--- src/rtl/xor4_bist.sv ---
// Built-in self test for a 4-input XOR: sweeps all 16 input vectors, holds each
// for HOLD clocks, and counts and captures mismatches on the z2 response.
module xor4_bist #(
   parameter int unsigned HOLD = 2
) (
   input  logic       clk,
   input  logic       rst,
   input  logic       start,
   input  logic       z2,
   output logic       x0,
   output logic       x1,
   output logic       x2,
   output logic       x3,
   output logic       busy,
   output logic       done,
   output logic       pass,
   output logic [4:0] err_cnt,
   output logic       fail_valid,
   output logic [3:0] fail_vec
);

   localparam int unsigned HCNT_W = 8;
   localparam int unsigned VEC_W  = 4;
   localparam int unsigned ERR_W  = 5;

   typedef enum logic [1:0] {IDLE, APPLY, DONE} state_t;

   state_t             state, state_n;
   logic [VEC_W-1:0]   vec, vec_n;
   logic [HCNT_W-1:0]  hcnt, hcnt_n;
   logic [ERR_W-1:0]   err_n;
   logic               fail_valid_n;
   logic [VEC_W-1:0]   fail_vec_n;
   logic               sample_c;
   logic               mismatch_c;

   assign sample_c   = (hcnt == HCNT_W'(HOLD - 1));
   assign mismatch_c = (z2 != (^vec));

   // Next-state and result bookkeeping
   always_comb begin
      state_n      = state;
      vec_n        = vec;
      hcnt_n       = hcnt;
      err_n        = err_cnt;
      fail_valid_n = fail_valid;
      fail_vec_n   = fail_vec;
      case (state)
         IDLE, DONE: begin
            if (start) begin
               state_n      = APPLY;
               vec_n        = '0;
               hcnt_n       = '0;
               err_n        = '0;
               fail_valid_n = 1'b0;
               fail_vec_n   = '0;
            end
         end
         APPLY: begin
            hcnt_n = hcnt + HCNT_W'(1);
            if (sample_c) begin
               if (mismatch_c) begin
                  err_n = err_cnt + ERR_W'(1);
                  if (!fail_valid) begin
                     fail_valid_n = 1'b1;
                     fail_vec_n   = vec;
                  end
               end
               hcnt_n = '0;
               if (vec == VEC_W'(15)) state_n = DONE;
               else                   vec_n   = vec + VEC_W'(1);
            end
         end
         default: state_n = IDLE;
      endcase
   end

   // State, counters and registered outputs (decoded from next state)
   always_ff @(posedge clk or posedge rst) begin
      if (rst) begin
         state      <= IDLE;
         vec        <= '0;
         hcnt       <= '0;
         err_cnt    <= '0;
         fail_valid <= 1'b0;
         fail_vec   <= '0;
         busy       <= 1'b0;
         done       <= 1'b0;
         pass       <= 1'b0;
         {x0, x1, x2, x3} <= '0;
      end else begin
         state      <= state_n;
         vec        <= vec_n;
         hcnt       <= hcnt_n;
         err_cnt    <= err_n;
         fail_valid <= fail_valid_n;
         fail_vec   <= fail_vec_n;
         busy       <= (state_n == APPLY);
         done       <= (state_n == DONE);
         pass       <= (state_n == DONE) && (err_n == '0);
         {x0, x1, x2, x3} <= (state_n == APPLY) ? vec_n : '0;
      end
   end

endmodule

--- config.mk ---
export PLATFORM = sky130hd
export DESIGN_NAME = xor4_bist
export DESIGN_NICKNAME = d
export VERILOG_FILES = /design/src/rtl/xor4_bist.sv
export SDC_FILE = /design/constraint.sdc
export NUM_CORES = 1
export LEC_CHECK = 0
export CAP_MARGIN = 20
export CORE_MARGIN = 1
export CORE_UTILIZATION = 45
export CTS_CLUSTER_DIAMETER = 200
export CTS_CLUSTER_SIZE = 12
export DETAILED_ROUTE_END_ITERATION = 8
export DONT_BUFFER_PORTS = 1
export HOLD_SLACK_MARGIN = 0.06
export SLEW_MARGIN = 0
export SYNTH_ARGS = -nofsm -noshare
export SYNTH_HDL_FRONTEND = slang
export SYNTH_SLANG_ARGS = --single-unit
--- constraint.sdc ---
create_clock -name clk -period 5.13 [get_ports clk]
set_input_delay 1.026 -clock clk [delete_from_list [all_inputs] [get_ports clk]]
set_output_delay 1.026 -clock clk [all_outputs]
set_load 0.01 [all_outputs]
==> metrics.md <==
| Metric | Value |
|---|---|
| TritonRoute pass-1 iters | `4` |
| Hold buffer count at cts | `0` |
| Min cycle time layout | `roughly 2.5 ns` |
| TNS Setup | `0 ns` |
| Fin crit share | `48.2%` |
| Pin count of the biggest net entering global routing | `32` |
| Internal power | `0.495 mW` |
| Clk root buf | `clkbuf_4` |
| Placed Instances | `190` |
| Leakage | `0.743 nW` |
| Synth-to-layout area growth | `6.19%` |
| Post-layout nets | `162` |
| Critical-path top delay cell | `or4b_4` |
| Worst rel slew slack | `55.5%` |
| Critical Path End Type | `flip-flop` |
| Max H-tree Level | `2` |
| Final-report setup violation count | `0` |
| Synth Register Bits | `31` |
| Synth warn | `0` |
| Global-route wire length before repair | `4750 µm` |
| Setup Buffers After CTS | `0` |
| Top-count cell post-synth | `dfrtp_1` |
| Clock sink count | `31` |
| PostCTS Resize Cnt | `0` |
| Inserted Clock Buffers | `5` |
| Latest clock arrival within the worst-skew pair | `~0.33 ns` |
| Clock power share | `a little under a fifth` |
| Post-synthesis cell type count | `40` |
| Min-delay worst type | `flip-flop to flip-flop` |
| RD Place Congestion | `0.846` |
| I/O pin cnt | `21` |
| Initial antenna violation count | `0` |
| Synth top area share | `49.9%` |
| Reg2reg start | `hcnt[1]$_DFFE_PP0P_` |
| Largest cells by area after synthesis | `dfrtp_1 (50%), o21ai_0 (6.1%), nand2_1 (5.8%)` |
| Status | `finished clean` |
| Drt drc | `0` |
| Syn Inst Count | `150` |
| Detailed Place HPWL | `2000 µm` |
| Vias | `~1,100` |
| Worst Hold Launch | `hcnt[5]$_DFFE_PP0P_` |
| WL per Instance | `14.5 µm` |
| Gr usage total | `18.0%` |
| Logic pwr share | `roughly 33%` |
| Sequential share of the synthesized area | `49.9%` |
| Max Clock Freq | `0.405 GHz` |
| Port bufs | `0` |
| Pwr Total | `0.805 mW` |
| Share of cells above drive strength 1 | `11.8%` |
| Setup Skew | `0.00779 ns` |
| VDD IR-drop max | `0.187 mV` |
| Initial DRC Count | `61` |
| Vias per cell | `5.62` |
| Post-synth top area cell | `dfrtp_1` |
| Initial Util | `between 40% and 50%` |
| Core ar. | `0.00315 mm²` |
| Max clock buf depth | `2` |
| Worst setup path startpoint | `hcnt[1]$_DFFE_PP0P_` |
| Top_reg_cell synth | `dfrtp_1` |
| Synthesized Nets | `159` |
| Worst EP arrival | `2.70 ns` |
| Switching share of power | `38.5%` |
| Vias in the first global route | `about 1,100` |
| CTS tree | `built` |
| Syn_area_per_cell | `10.4 µm²` |
| RSZ-0062 raised after global routing | `no` |
| Routed Wire Length | `between 2000 and 3000 µm` |
| Hold Fails Final Rpt | `0` |
| Die span in x | `approximately 61 µm` |
| Die H | `60.8 µm` |
| Synth Cell Area | `between 0.0015 and 0.002 mm²` |
| Pwr/cell area | `487 mW/mm²` |
| Crit path required time | `roughly 5.4 ns` |
| Crit start category | `flip-flop` |
| Worst-Margin Slew | `0.661 ns` |
| CP peak stage delay | `0.49 ns` |
| Max Cap Viol | `0` |
| P_sw | `about 0.31 mW` |
| Final ANT Viol Nets | `0` |
| Critical Path Fanout Max | `14` |
| Grt total ovfl | `0` |
| Crit-path cells | `inv_1 > ha_1 > or4b_4 > or2_1 > nor3_1 > mux2_2 > a22o_1` |
| Fin. max-slew vios | `0` |
| Site Rows | `20` |
| Non-Filler Instances | `197` |
| Async S/R FF share, synth | `100%` |
| Reg power frac | `between 40% and 50%` |
| Setup CP Type | `flip-flop to flip-flop` |
| ANT cells | `0` |
| Clock transition at the registers of the reported paths | `0.10 ns` |
| Die footprint | `0.00370 mm²` |
| Post-synth top cells | `dfrtp_1 (31), nand2_1 (24), o21ai_0 (19), nor2_1 (10)` |
| EDFF count, synth | `0` |
## final cells by class
class | count | area [µm²]
inverter | 2 | 7.51
sequential | 31 | 776
fill | 312 | 1500
clock inverter | 1 | 5.00
timing repair buffer | 1 | 7.51
tap | 44 | 55.1
multi-input combinational | 112 | 749
clock buffer | 6 | 51.3
## final timing paths
check	cells past startpoint	slack, ns	to
worst max-delay path	7	2.66	vec[1]$_DFF_PP0_
worst min-delay path	1	0.55	hcnt[5]$_DFFE_PP0P_
worst max register to register	7	2.66	vec[1]$_DFF_PP0_
worst min register to register	1	0.55	hcnt[5]$_DFFE_PP0P_
max in group asynchronous	2	4.20	x0$_DFF_PP0_
min in group asynchronous	2	0.65	hcnt[5]$_DFFE_PP0P_
## routing by layer
layer  share of wire (%)  track usage (%)  up-vias
met2                  48             27.3       26
met1                  45             23.1      531
met5                   0                0        -
met3                 4.5             4.48        8
li1                    -                -      542
met4                 2.7             11.4        0
## registers in the layout, indices dropped and copies added (netlist names)
name	count
hcnt	8
x3	1
pass	1
state	2
vec	4
fail_valid	1
busy	1
fail_vec	4
done	1
x2	1
x1	1
err_cnt	5
x0	1
## layout by cell type, fill, tap and decap left out, types with 3 or more instances in the layout
| cell type | synthesis | routed |
|---|---|---|
| dfrtp_1 | 31 | 31 |
| nand2_1 | 24 | 24 |
| clkbuf_4 | 0 | 5 |
| nand3_1 | 5 | 5 |
| nor2_1 | 10 | 10 |
| o21ai_0 | 19 | 19 |
| ha_1 | 5 | 5 |
| nor3_1 | 4 | 4 |
| a21oi_1 | 3 | 3 |
| and2_1 | 3 | 3 |
| mux2i_1 | 5 | 5 |
| and3_1 | 3 | 3 |
## critical path: cells and delay by family, from the launching register on
family                     cells  cell delay, ns
AOI/OAI and AO/OA              1            0.22
buffers and inverters          1            0.06
and+or+nand+nor                3            1.20
adders and majority gates      1            0.12
muxes                          1            0.35
DFF                            1            0.42
## power groups by stage
stage	clock network (mW)	logic, mW	registers, mW
floorplan	0	0.231	0.382
global placement	0	0.259	0.398
detailed placement	0	0.265	0.400
CTS	0.151	0.268	0.395
global route	0.161	0.301	0.407
finish	0.145	0.265	0.395
## cell families after synthesis
group           synth area share (%)
compound gates                  13.3
simple gates                    23.8
mux                             3.94
buf+inv                         1.93
xor+xnor                        3.14
flops                           49.9
fa+ha+maj                       4.02
## through the flow
step	hold slack (ns)	utilization, %	instance area [µm²]	worst slack, ns
after CTS	0.550	52.4	1650	2.65
after detailed placement	0.526	50.6	1600	2.60
after global routing	0.568	52.4	1650	2.50
final	0.545	52.4	1650	2.66
after global placement	0.508	50.6	1600	2.62
after floorplan	0.472	-	1560	2.81
(Power assumes the default switching activity.)
==> RTL edit 1, RTL diff (config.mk and constraints unchanged) <==
Put one more register stage on the output `fail_vec`, with the module's reset. The value now appears one clock later. The other outputs are not delayed to match.
--- a/src/rtl/xor4_bist.sv
+++ b/src/rtl/xor4_bist.sv
@@ -25,6 +25,8 @@
 
    typedef enum logic [1:0] {IDLE, APPLY, DONE} state_t;
 
+   logic [3:0] fail_vec_s0;
+
    state_t             state, state_n;
    logic [VEC_W-1:0]   vec, vec_n;
    logic [HCNT_W-1:0]  hcnt, hcnt_n;
@@ -44,7 +46,7 @@
       hcnt_n       = hcnt;
       err_n        = err_cnt;
       fail_valid_n = fail_valid;
-      fail_vec_n   = fail_vec;
+      fail_vec_n   = fail_vec_s0;
       case (state)
          IDLE, DONE: begin
             if (start) begin
@@ -83,7 +85,7 @@
          hcnt       <= '0;
          err_cnt    <= '0;
          fail_valid <= 1'b0;
-         fail_vec   <= '0;
+         fail_vec_s0 <= '0;
          busy       <= 1'b0;
          done       <= 1'b0;
          pass       <= 1'b0;
@@ -94,7 +96,7 @@
          hcnt       <= hcnt_n;
          err_cnt    <= err_n;
          fail_valid <= fail_valid_n;
-         fail_vec   <= fail_vec_n;
+         fail_vec_s0 <= fail_vec_n;
          busy       <= (state_n == APPLY);
          done       <= (state_n == DONE);
          pass       <= (state_n == DONE) && (err_n == '0);
@@ -102,5 +104,13 @@
       end
    end
 
+   always_ff @(posedge clk or posedge rst) begin
+      if (rst) begin
+         fail_vec <= '0;
+      end else begin
+         fail_vec <= fail_vec_s0;
+      end
+   end
+
 endmodule
 
Function: changed (a bounded check fails within 10 cycles, from zero or initial values and one cycle with rst high).
==> RTL edit 1 against the original RTL <==
- area after synthesis grew 7.6%
- sequential cell count grew 4
- global-route usage grew 0.53 points
- wire length grew 10%
- total power grew 17%
- clock power grew 35%
- sequential share of layout area grew 1.4 points
- via count grew 6.8%
- worst setup slack gained 0.16 ns
- count of clock-buffer cells in the layout shrank 1
- combinational power grew 13%
- design area grew 9.5%
- die area grew 7.3%
==> RTL edit 1: results (changes against the original RTL) <==
| Metric | Value |
|---|---|
| Outcome | completed |
| Top Family by Delay on Critical Path | compound AO/OA/AOI/OAI gates |
| CP max stage delay | 0.47 ns (-0.02 ns) |
| Leak | 0.814 nW (+9.6%) |
| Synth area leaders | dfrtp_1 (52%), o21ai_0 (5.7%), nand2_1 (4.7%), ha_1 (3.7%), nor2_1 (2.9%) |
| P&R area growth vs syn | 8.15% |
| Worst-path clk slew | 0.07 ns (-0.03 ns) |
| Layout cell share with drive strength beyond 1 | 11.7% (-0.11 points) |
| CTS root buffer | clkbuf_8 |
| Top cells by count, synth | dfrtp_1 (35), nand2_1 (21), o21ai_0 (19), nor2_1 (13), nand3_1 (6) |
| Tightest Pin Transition | 0.659 ns (-0.00162 ns) |
| Vias in the first global route | 1208 (+13%) |
| Max stage delay cell, worst path | dfrtp_1 |
| Cells after synthesis | 158 (+5.3%) |
| Final RePlAce weighted congestion | 0.824 (-2.5%) |
| Vias per cell | 5.66 (+0.64%) |
| Initial DRC count | 72 (+18%) |
| Post-synthesis cell type count | 41 (+2.5%) |
| First-pass GRT wire length | 5.56 mm (+17%) |
| Pint | 0.000586 W (+19%) |
| Largest net degree at the start of global routing | 20 (-38%) |
| Seq/Total Area, Yosys | 52.4% (+2.5 points) |
| Dpl cells | 201 (+5.8%) |
| Wirelength per Cell | 15.0 um (+3.8%) |
| Placed instance area | 1720 um2 (+7.8%) |
| Arr. time, crit path | 2.46 ns (-0.24 ns) |
| Fill cells | 298 (-4.5%) |
| Place WS | 2.78 ns (+0.180 ns) |
| Clock Latency Late Sink | 0.29 ns (-0.04 ns) |
| Tot GR Track Use | 18.6% (+0.53 points) |
-- RTL edit 1: path summary, 6_finish.rpt --
| check | start | to | slack, ns | cells past startpoint |
|---|---|---|---|---|
| max | vec[0] | fail_vec_s0[2] | 2.82 | 5 |
| max in group asynchronous | rst | hcnt[3] | 3.74 | 2 |
| min reg2reg | fail_vec_s0[3] | fail_vec[3] | 0.38 | 0 |
| min in group asynchronous | rst | fail_vec[3] | 0.71 | 1 |
| max reg2reg | vec[0] | fail_vec_s0[2] | 2.82 | 5 |
| min | fail_vec_s0[3] | fail_vec[3] | 0.38 | 0 |
-- RTL edit 1: power groups by stage --
stage | clock network (W) | logic, W | registers, W
floorplan | 0 | 0.000258 | 0.000423
CTS | 0.000200 | 0.000302 | 0.000442
finish | 0.000196 | 0.000300 | 0.000442
global route | 0.000212 | 0.000345 | 0.000455
detailed placement | 0 | 0.000299 | 0.000447
global placement | 0 | 0.000294 | 0.000443
-- RTL edit 1: layout make-up --
class,count,area share [%]
sequential,35,48.4
multi-input combinational,116,42.5
clock buffer,5,3.80
tap,46,3.18
clock inverter,3,1.11
inverter,3,0.622
timing repair buffer,1,0.415
-- RTL edit 1: kinds of logic (layout without fill, tap and decap cells) --
kind of cell,count (synthesis),count (layout),share of synthesized area [%]
xor gates and xnor gates,4,4,2.99
AOI/OAI and AO/OA,35,35,13.8
buffers and inverters,7,12,1.72
and+or+nand+nor,67,67,22.0
adders and majority gates,5,5,3.74
DFF,35,35,52.4
muxes,5,5,3.37
-- RTL edit 1: metal layers --
metal	vias up	GRT usage, %	wire [um]	share of wire [%]
li1	576	-	-	-
met1	573	21.9	1420	45
met2	24	29.7	1530	49
met3	9	5.11	103	3.3
met4	0	11.6	89	2.8
met5	-	0	0	0
==> RTL edit 2, RTL diff (same settings) <==
Made on the original files. Change the localparam `HCNT_W` from 8 to 9.
--- a/src/rtl/xor4_bist.sv
+++ b/src/rtl/xor4_bist.sv
@@ -19,7 +19,7 @@
    output logic [3:0] fail_vec
 );
 
-   localparam int unsigned HCNT_W = 8;
+   localparam int unsigned HCNT_W = 9;
    localparam int unsigned VEC_W  = 4;
    localparam int unsigned ERR_W  = 5;
 
Check against the original RTL: no difference found for any inputs over 10 cycles, from zero or initial values and one cycle with rst high; that may be too few to reach the edited logic, so the function may still have changed.
==> RTL edit 2 against the original RTL <==
- area after synthesis grew 11%
- design area grew 12%
- first-iteration DRC count shrank 9.8%
- sequential cell count grew 1
- sequential share of layout area shrank 3.5 points
- worst setup slack gained 0.16 ns
- total power grew 15%
- critical endpoint is now pass
- wire length grew 27%
- die area grew 11%
==> RTL edit 2: results (changes against the original RTL) <==
| Metric | Value |
|---|---|
| Met1 Usage GRT | 23.9% (+0.85 points) |
| Fill cells | 342 (+9.6%) |
| Initial DRC count | 55 (-9.8%) |
| Routing usage on met3 | 5.89% (+1.4 points) |
| Dpl cells | 214 (+13%) |
| Hold WS | 0.560 ns (+0.0144 ns) |
| Largest net degree at the start of global routing | 33 (+3.1%) |
| Place WS | 2.71 ns (+0.104 ns) |
| Outcome | completed |
| Synth Area in Compound Gates | 15.4% (+2.1 points) |
| Leak | 0.792 nW (+6.6%) |
| Final RePlAce weighted congestion | 0.828 (-2.0%) |
| Arr. time, crit path | 2.51 ns (-0.19 ns) |
| Largest regs | hcnt: 9 flops, err_cnt: 5 flops |
| Proportion of synthesized area in mux cells | 2.97% (-0.97 points) |
| Fin crit period | 2.31 ns (-0.163 ns) |
| Non-Filler Instances | 222 (+13%) |
| Met3 Wirelength | 164 um (+27%) |
| Post-synthesis cell type count | 42 (+5.0%) |
| Max-slew headroom | 57.9% (+2.4 points) |
| Seq/Total Area, Yosys | 46.4% (-3.5 points) |
| WL met2 | 1.76 mm (+29%) |
| Nets | 182 (+12%) |
| P&R area growth vs syn | 6.67% |
| Syn Area/Cell | 9.98 um2 (-3.7%) |
| Hpwl dp | 2.55 mm (+27%) |
| CTS root buffer | clkbuf_8 |
| Met2 Track Usage GR | 33.9% (+6.6 points) |
| CP max FO | 7 (-7) |
| Reg2Reg Setup Slack | 2.82 ns (+0.16 ns) |
| Adder-cell share of the synthesized area | 3.62% (-0.40 points) |
| Met1 WL | 1.61 mm (+26%) |
| Worst-path clk slew | 0.06 ns (-0.04 ns) |
| CTS H-Tree Depth | 2 (unchanged) |
| Layout cell share with drive strength beyond 1 | 9.77% (-2.0 points) |
| Max stage delay cell, worst path | xor3_2 |
| Worst Hold Path Cells | 1 (unchanged) |
| First-pass GRT wire length | 6.22 mm (+31%) |
| Routed vias | 1285 (+16%) |
| Wirelength per Cell | 16.3 um (+13%) |
| Top cells by count, synth | dfrtp_1 (32), nand2_1 (22), nor2_1 (14), o21ai_1 (11), inv_1 (10) |
| Tot GR Track Use | 20.3% (+2.3 points) |
| Synth area leaders | dfrtp_1 (46%), nand2_1 (4.8%), ha_1 (3.6%), o21ai_1 (3.2%), nor2_1 (3.0%) |
| Clock Latency Late Sink | 0.29 ns (-0.04 ns) |
| CP max stage delay | 0.52 ns (+0.03 ns) |
| Reg2Reg Depth | 6 (-1) |
| Clk_skew | 0.00906 ns (+0.00127 ns) |
| Maximum VDD drop | 0.000264 V (+42%) |
| XOR/XNOR Fraction of Synth Area | 3.48% (+0.34 points) |
## RTL edit 2: cell count changes after synthesis, sizes merged, moves of 3 or more
cell	change
nand3	+3
nand4	+4
inv	+8
nor3	-3
a41oi	+3
nor2	+4
## RTL edit 2: worst paths after layout
| check | startpoint | endpoint |
|---|---|---|
| worst max-delay path | vec[0] | pass |
| worst min-delay path | vec[3] | vec[3] |
| worst max register to register | vec[0] | pass |
| worst min register to register | vec[3] | vec[3] |
| max in group asynchronous | rst | state[1] |
| min in group asynchronous | rst | hcnt[3] |
## RTL edit 2: layout make-up
type | instances | share of cell area [%]
Tap cell | 48 | 3.26
Timing Repair Buffer | 1 | 0.408
Multi-Input combinational cell | 123 | 45.9
Sequential cell | 32 | 43.5
Inverter | 10 | 2.04
Clock buffer | 8 | 4.89
## RTL edit 2: power by group
group          leakage (nW)  switching (W)  internal [W]
combinational         0.325       0.000182      0.000143
sequential            0.422      0.0000904      0.000310
clock                0.0455      0.0000917      0.000109
